[src/rtl/baby_pkg.sv]
// baby_pkg: shared constants and state type for the Manchester Baby store loader.
//   BABY_WORD_W    store word width
//   BABY_BYTE_W    host byte width
//   BYTES_PER_WORD host bytes packed per store word
//   BYTE_CNT_W     width of a counter over the bytes of one word
//   ram_load_state_t  load sequencer states
package baby_pkg;

  localparam int unsigned BABY_WORD_W    = 32;
  localparam int unsigned BABY_BYTE_W    = 8;
  localparam int unsigned BYTES_PER_WORD = BABY_WORD_W / BABY_BYTE_W;
  localparam int unsigned BYTE_CNT_W     = $clog2(BYTES_PER_WORD);

  typedef enum logic [1:0] {
    IDLE    = 2'd0,
    COLLECT = 2'd1,
    WRITE   = 2'd2,
    DONE    = 2'd3
  } ram_load_state_t;

endpackage

[src/rtl/byte_packer.sv]
// byte_packer: synchronous byte-to-word shift register. Each loaded byte
// enters at the LSBs, so the first byte of a word ends up in the MSBs.
//   clk    system clock
//   rst    asynchronous active-high reset
//   clear  synchronous clear (has priority over load)
//   load   shift data into the word this cycle
//   data   incoming byte
//   word   packed word (registered)
module byte_packer
  import baby_pkg::*;
(
  input  logic                   clk,
  input  logic                   rst,
  input  logic                   clear,
  input  logic                   load,
  input  logic [BABY_BYTE_W-1:0] data,
  output logic [BABY_WORD_W-1:0] word
);

  always_ff @(posedge clk or posedge rst) begin
    if (rst) begin
      word <= '0;
    end else if (clear) begin
      word <= '0;
    end else if (load) begin
      word <= {word[BABY_WORD_W-BABY_BYTE_W-1:0], data};
    end
  end

endmodule

[src/rtl/ram_load_ctrl.sv]
// ram_load_ctrl: loads WORDS store words from an 8-bit valid/ready byte stream,
// packing four bytes per word (first byte in the MSBs) and writing them to
// consecutive RAM addresses from 0, then pulsing done_o.
// Optional feature macro: RAM_LOAD_CHECKSUM_EN (running modulo-256 byte sum on
// checksum_o; without it checksum_o is constant zero).
//   clock_i       system clock
//   reset_i       asynchronous active-high reset
//   start_i       begin a load run (sampled only in IDLE)
//   byte_i        host data byte
//   byte_valid_i  byte_i is valid
//   byte_ready_o  a byte is accepted this cycle if valid
//   ram_addr_o    RAM write address
//   ram_data_o    RAM write data
//   ram_we_o      single-cycle RAM write strobe
//   busy_o        run in progress
//   done_o        one-cycle end-of-run pulse
//   checksum_o    running byte sum of the current run
module ram_load_ctrl
  import baby_pkg::*;
#(
  parameter int unsigned WORDS  = 32,
  parameter int unsigned ADDR_W = 5
) (
  input  logic                   clock_i,
  input  logic                   reset_i,
  input  logic                   start_i,
  input  logic [BABY_BYTE_W-1:0] byte_i,
  input  logic                   byte_valid_i,
  output logic                   byte_ready_o,
  output logic [ADDR_W-1:0]      ram_addr_o,
  output logic [BABY_WORD_W-1:0] ram_data_o,
  output logic                   ram_we_o,
  output logic                   busy_o,
  output logic                   done_o,
  output logic [BABY_BYTE_W-1:0] checksum_o
);

  localparam logic [ADDR_W-1:0]     LAST_ADDR = ADDR_W'(WORDS - 1);
  localparam logic [BYTE_CNT_W-1:0] LAST_BYTE = BYTE_CNT_W'(BYTES_PER_WORD - 1);

  ram_load_state_t       state;
  logic [BYTE_CNT_W-1:0] byte_cnt;
  logic                  accept;
  logic                  start_load;

  // byte_ready_o is only ever high in COLLECT, so the handshake alone qualifies a byte
  assign accept     = byte_valid_i & byte_ready_o;
  assign start_load = (state == IDLE) & start_i;

  // Sequencer: state, counters and all strobes registered together
  always_ff @(posedge clock_i or posedge reset_i) begin
    if (reset_i) begin
      state        <= IDLE;
      byte_cnt     <= '0;
      ram_addr_o   <= '0;
      byte_ready_o <= 1'b0;
      ram_we_o     <= 1'b0;
      busy_o       <= 1'b0;
      done_o       <= 1'b0;
    end else begin
      ram_we_o <= 1'b0;
      done_o   <= 1'b0;
      unique case (state)
        IDLE: begin
          byte_cnt <= '0;
          if (start_i) begin
            state        <= COLLECT;
            ram_addr_o   <= '0;
            byte_ready_o <= 1'b1;
            busy_o       <= 1'b1;
          end
        end
        COLLECT: begin
          if (accept) begin
            byte_cnt <= byte_cnt + BYTE_CNT_W'(1);
            if (byte_cnt == LAST_BYTE) begin
              state        <= WRITE;
              byte_ready_o <= 1'b0;
              ram_we_o     <= 1'b1;
            end
          end
        end
        WRITE: begin
          // Address never wraps: the run ends on the last word
          if (ram_addr_o == LAST_ADDR) begin
            state  <= DONE;
            done_o <= 1'b1;
          end else begin
            state        <= COLLECT;
            ram_addr_o   <= ram_addr_o + ADDR_W'(1);
            byte_cnt     <= '0;
            byte_ready_o <= 1'b1;
          end
        end
        DONE: begin
          state  <= IDLE;
          busy_o <= 1'b0;
        end
        default: begin
          state        <= IDLE;
          byte_ready_o <= 1'b0;
          busy_o       <= 1'b0;
        end
      endcase
    end
  end

  // Word assembly; the packer register is the RAM data output
  byte_packer u_packer (
    .clk   (clock_i),
    .rst   (reset_i),
    .clear (start_load),
    .load  (accept),
    .data  (byte_i),
    .word  (ram_data_o)
  );

`ifdef RAM_LOAD_CHECKSUM_EN
  // Modulo-256 sum of accepted bytes; holds after the run until the next start
  always_ff @(posedge clock_i or posedge reset_i) begin
    if (reset_i) begin
      checksum_o <= '0;
    end else if (start_load) begin
      checksum_o <= '0;
    end else if (accept) begin
      checksum_o <= checksum_o + byte_i;
    end
  end
`else
  assign checksum_o = 8'h00;
`endif

endmodule

[config.mk]
export PLATFORM = sky130hd
export DESIGN_NAME = ram_load_ctrl
export DESIGN_NICKNAME = d
export VERILOG_FILES = /design/src/rtl/baby_pkg.sv /design/src/rtl/byte_packer.sv /design/src/rtl/ram_load_ctrl.sv
export SDC_FILE = /design/constraint.sdc
export NUM_CORES = 1
export LEC_CHECK = 0
export BUFFER_PORTS_ARGS = -buffer_cell sky130_fd_sc_hd__clkbuf_2
export CAP_MARGIN = 20
export CORE_MARGIN = 2
export CORE_UTILIZATION = 40
export DETAILED_ROUTE_END_ITERATION = 8
export GPL_ROUTABILITY_DRIVEN = 1
export HOLD_SLACK_MARGIN = 0.03
export PLACE_DENSITY_LB_ADDON = 0.3
export RECOVER_POWER = 100
export SYNTH_ARGS = -nofsm -noshare
export SYNTH_HDL_FRONTEND = slang
export SYNTH_SLANG_ARGS = --single-unit
[constraint.sdc]
create_clock -name clock_i -period 4.7 [get_ports clock_i]
set_clock_uncertainty 0.15 [all_clocks]
set_input_delay 0.235 -clock clock_i [delete_from_list [all_inputs] [get_ports clock_i]]
set_output_delay 0.235 -clock clock_i [all_outputs]
set_load 0.01 [all_outputs]
# [Word level (Yosys, flattened, before mapping)]
# Index checks and enable logic that the tools add are counted.
# W data, S select, Z words.
[classes] add_sub_neg=2 multipliers=0 div=0 order_cmp=0 n_eq_ne=9 shifts=0 n_mux=24 n_bitwise=2 n_reduce_logical=10
[op_table] cell="$mux W32" n=2
[op_table] cell="$mux W2" n=6
[op_table] cell="$mux W5" n=2
[op_table] cell="$pmux W5 S2" n=1
[op_table] cell="$mux W1" n=9
[op_table] cell="$reduce_and A3 Y1" n=3
[op_table] cell="$ne A2 B2 Y1 const B" n=4
[op_table] cell="$pmux W2 S4" n=1
[op_table] cell="$eq A2 B2 Y1 const B" n=3
[op_table] cell="$pmux W2 S3" n=1
[op_table] cell="$reduce_bool A2 Y1" n=3
[op_table] cell="$add A5 B1 Y5 const B" n=1
[op_table] cell="$eq A5 B5 Y1 const B" n=1
[op_table] cell="$reduce_and A5 Y1" n=1
[op_table] cell="$pmux W1 S3" n=1
[op_table] cell="$reduce_bool A3 Y1" n=1
[op_table] cell="$add A2 B1 Y2 const B" n=1
[op_table] cell="$and A1 B1 Y1" n=2
[op_table] cell="$eq A2 B1 Y1 const B" n=1
[op_table] cell="$logic_not A2 Y1" n=1
[op_table] cell="$pmux W1 S2" n=1
[op_table] cell="$reduce_and A2 Y1" n=1
[totals] reg_bits=45 latch_bits=0 ramBits=0 mem_bits_ro=0 in_bits=12 output_inout_bits=49 elab_cells=55 mem_count=0

# [Logic depth before layout (Yosys ltp)]
[depth] ltp_word=4 depth_mapped=7 ltp_nobuf=6

# [Hierarchy]
# A second synthesis with hierarchy kept.
[unflattened] hier_cells=173 hier_area_um2=2038.2
[by_module_without_submodules] mod="byte_packer" instances=1 cells_per_inst=104 area_per_inst_um2=1327.5 seq_area_each_um2=800.8
[by_module_without_submodules] mod="ram_load_ctrl" instances=1 cells_per_inst=69 area_per_inst_um2=710.7 seq_area_each_um2=325.3

# [Worst setup path before layout]
# Ideal clock, no wire load.
[synth_path] path_kind="reg-to-reg" from="register ram_addr_o[0]" to="register ram_addr_o[2]" setup_time_ns=0.121 arrival_time_ns=1.737 t_required_ns=4.429 setup_slack_ns=2.692 path_stages_with_launch=8 n_path_buf=1 period_less_slack_ns=2.008 path_cell_list="dfrtp_1 ha_1 and3_1 ha_1 buf_2 nor2b_1 mux2_2 a22o_1"
[synth_via] elab_chain_len=3 elab_cells_between_ends=6 cone_classes="add/sub (1); eq/ne (2); mux (2); reduce/logical (1)"
[synth_rtl] item="from (decl)" line="ram_load_ctrl.sv:30" rtl="output logic [ADDR_W-1:0] ram_addr_o,"
[synth_rtl] item="from (signal assigned)" line="ram_load_ctrl.sv:90" rtl="ram_addr_o <= ram_addr_o + ADDR_W'(1);"
[synth_rtl] item="$add A5 B1 Y5 or $eq A5 B5 Y1 (tied branches)" line="ram_load_ctrl.sv:90, ram_load_ctrl.sv:85"
[synth_rtl] item="$mux W5 or $ne A2 B2 Y1 (tied branches)"
[synth_rtl] item="$pmux W5 S2 or $reduce_and A3 Y1 (tied branches)"
# Several ways; a longest one is shown, not always the timed one. The select of a mux whose other input is x is not followed.
# A chain may end at the register's enable or synchronous reset.

# [Worst setup path after layout]
[layout_path] from="register byte_ready_o" to="register byte_ready_o"
[layout_via] elab_chain_len=3
[layout_rtl] item="from (decl)" line="ram_load_ctrl.sv:29" rtl="output logic byte_ready_o,"
[layout_rtl] item="from (signal assigned)" line="ram_load_ctrl.sv:56" rtl="byte_ready_o <= 1'b0;"
[layout_rtl] item="from (signal assigned)" line="ram_load_ctrl.sv:69" rtl="byte_ready_o <= 1'b1;"
[layout_rtl] item="from (signal assigned)" line="ram_load_ctrl.sv:78" rtl="byte_ready_o <= 1'b0;"
[layout_rtl] item="$and A1 B1 Y1" line="ram_load_ctrl.sv:47" rtl="assign accept = byte_valid_i & byte_ready_o;"
[layout_rtl] item="$ne A2 B2 Y1 (no source line)"
[layout_rtl] item="$reduce_and A5 Y1 (no source line)"
# No other way between the ends.

==> reports/metrics.yaml <==
run_status:
  status: "finished, violations left"
  violations: "capacitance limit, slew limit"
placement:
  placed_cells: 316
  place_area_um2: 2230
  hpwl_mm: 2.68
  port-buffer-count: 52
  gp_congestion: 0.799
  dpl_worst_slack_ns: 2.66
pwr:
  ir_drop_v: 0.000151
  power_density_nw_per_um2: 561
  power_leakage_nw: 1.10
clocking:
  clock_latency_ns: 0.28
  cts.sink_count: 45
  max-clock-path-buffers: 2
  numCtsBuffers: 5
  cts_root_buffer: "clkbuf_8"
  ctsResizeCount: 0
  post_cts_buffers: 0
  clk_transition_reported_paths_ns: 0.08
  cts_tree: "done"
  htreeDepth: 2
global_route:
  grt-ovfl-total: 0
  grt_pass1_wl_mm: 6.88
  grt_pass1_vias: 1446
  grtUsageTotal_pct: 16.5
  grt_max_degree: 46
  antenna_found_initial: 0
synthesis:
  synth_compound_area_share_pct: 14.8
  seq_area_frac_synth_pct: 57.3
  yosysUniqueCellTypes: 28
  synthSimpleGateAreaFrac_pct: 17.1
  synth_cells: 209
  synthXorXnorAreaFrac_pct: 0
  ys_seq_elements: 45
  synth_mux_area_share_pct: 1.65
  synth-warning-count: 0
  synth_top_family_by_area: "simple AND/OR/NAND/NOR gates"
  synthAdderAreaFrac_pct: 1.91
  synth_area_um2: 1970
  synth.avg_cell_area_um2: 9.40
floorplan:
  io-pin-count: 61
  initial_utilization_pct: 41.6
  core-area_um2: 4720
  core.rowCount: 25
  fp.dieArea_um2: 5490
  die_w_um: 74.1
  die_y_um: 74.1
timing:
  fmax_mhz: 424
  tns_ns: 0
  slew_headroom_pct: -11.2
  finalWorstSetupSlack_ns: 2.34
  final-setup-viol-count: 0
  drv_slew: 83
  period_needed_ns: 2.36
  rsz0062_at_grt: "no"
  final_hold_viol_count: 0
  finalCritPeriodShare_pct: 50.2
  worstMarginPinSlew_ns: 1.67
  holdWs_ns: 0.258
setup_path:
  critical_path_class: "register to register"
  startpoint: "byte_ready_o$_DFFE_PP0P_"
  critPathLaunchType: "register"
  cp-end-kind: "register"
  r2r-start: "byte_ready_o$_DFFE_PP0P_"
  worstPathRequired_ns: 4.73
  cp.arrival_ns: 2.39
  critPathMaxFanout: 36
routing:
  vias: 1580
  viasPerCell: 4.76
  dr.pass1.iters: 4
  drcViolationCount: 0
  avgRoutedWirePerCell_um: 12.4
  totalWireLength_mm: 4.12
  initialDrtViolationCount: 178
  ant_nets: 0
worst_hold_path:
  hold_class: "primary input to register"
  hold_start: "start_i"
layout:
  areaGrowthSynthToFinish_pct: 20.3
  final_cells: 332
  finalInstanceArea_um2: 2360
  drive_gt1_share_pct: 8.30
  antenna_cells: 0
  fin_nets: 280
run:
  max_cap_violations: 2
## logic make-up after synthesis
logic type,count (synthesis)
fa+ha+maj,3
other cells,1
mux,3
simple gates,82
buf+inv,25
flops,45
compound gates,50
## area by class of cell
class / instances / area (um2)
flip-flops and latches: 45 / 1130
fillers: 504 / 2360
multi-input cells: 146 / 726
inverters: 4 / 15.0
repair buffers: 63 / 328
well taps: 67 / 83.8
clock buffers: 7 / 86.3
## layout by cell type (no fill, tap or decap), types with 2 or more instances in the layout
cell,n
nand2_1,68
dfrtp_1,45
clkbuf_1,43
a21oi_1,36
clkbuf_2,11
conb_1,8
dlygate4sd3_1,8
a22o_1,6
clkbuf_8,6
inv_1,4
nor2_1,3
ha_1,3
nand2b_1,2
nand3_1,2
o21a_1,2
o21bai_1,2
mux2_2,2
o21ai_0,2
## where the power goes
part	internal (mW)	switching [mW]
Sequential	0.534	0.121
Combinational	0.168	0.271
Clock	0.117	0.117
## registers in the layout, indices dropped and copies added, names as in the netlist
signal / cells
u_packer.word: 32
ram_addr_o: 5
byte_cnt: 2
state: 2
busy_o: 1
byte_ready_o: 1
done_o: 1
ram_we_o: 1
## layer usage
| metal | wire length [um] | track usage, % | part of all wire (%) | up-vias |
|---|---|---|---|---|
| met5 | 0 | 0 | 0 | - |
| met2 | 1910 | 25.9 | 46 | 49 |
| met3 | 241 | 5.01 | 5.9 | 2 |
| li1 | - | - | - | 783 |
| met1 | 1940 | 22.1 | 47 | 746 |
| met4 | 34 | 4.85 | 0.83 | 0 |
## cells in the mapped netlist (all sizes together)
master,instances,area share [%]
nand3,2,0.51
inv,4,0.76
nand2b,2,0.64
o21ai,2,0.51
a22o,6,2.7
a21oi,36,9.2
a21bo,1,0.51
mux2,2,1.1
and2b,1,0.38
buf,20,6.2
nand4,1,0.32
mux2i,1,0.51
dfrtp,45,57
o31ai,1,0.38
clkbuf,1,0.19
o21a,2,0.76
ha,3,1.9
nor2,4,0.89
conb,1,0.19
and2,1,0.32
and3,1,0.32
nor2b,1,0.32
or4,1,0.38
nand2,68,13
o21bai,2,0.76
## path summary, 6_finish.rpt
kind                                                 endpoint  slack (ns)  cells past startpoint
worst max-delay path                 byte_ready_o$_DFFE_PP0P_        2.34                      4
worst min-delay path                       busy_o$_DFFE_PP0P_        0.26                      4
worst max register to register       byte_ready_o$_DFFE_PP0P_        2.34                      4
worst min register to register        byte_cnt[0]$_DFFE_PP0P_        0.34                      1
max in group asynchronous       u_packer.word[29]$_DFFE_PP0P_        3.13                      2
min in group asynchronous       u_packer.word[16]$_DFFE_PP0P_        0.29                      2
## stage by stage
stage	util (%)	total power, mW
global route	50.1	1.44
CTS	50.6	1.38
finish	50.1	1.33
detailed placement	47.1	1.13
floorplan	-	0.934
global placement	47.1	1.12
## what timing repair did
action	4_1_cts	5_1_grt
hold endpoints to repair	8	0
endpoints found under the setup margin	0	0
hold buffers	8	0
## worst max-delay path, cell delays in order, from the launching register on
cell and delay [ns]:
dfrtp_1 0.38, and2_0 0.13, clkbuf_1 1.10, nand3_1 0.30, o21a_1 0.20
(Power assumes the default switching activity.)
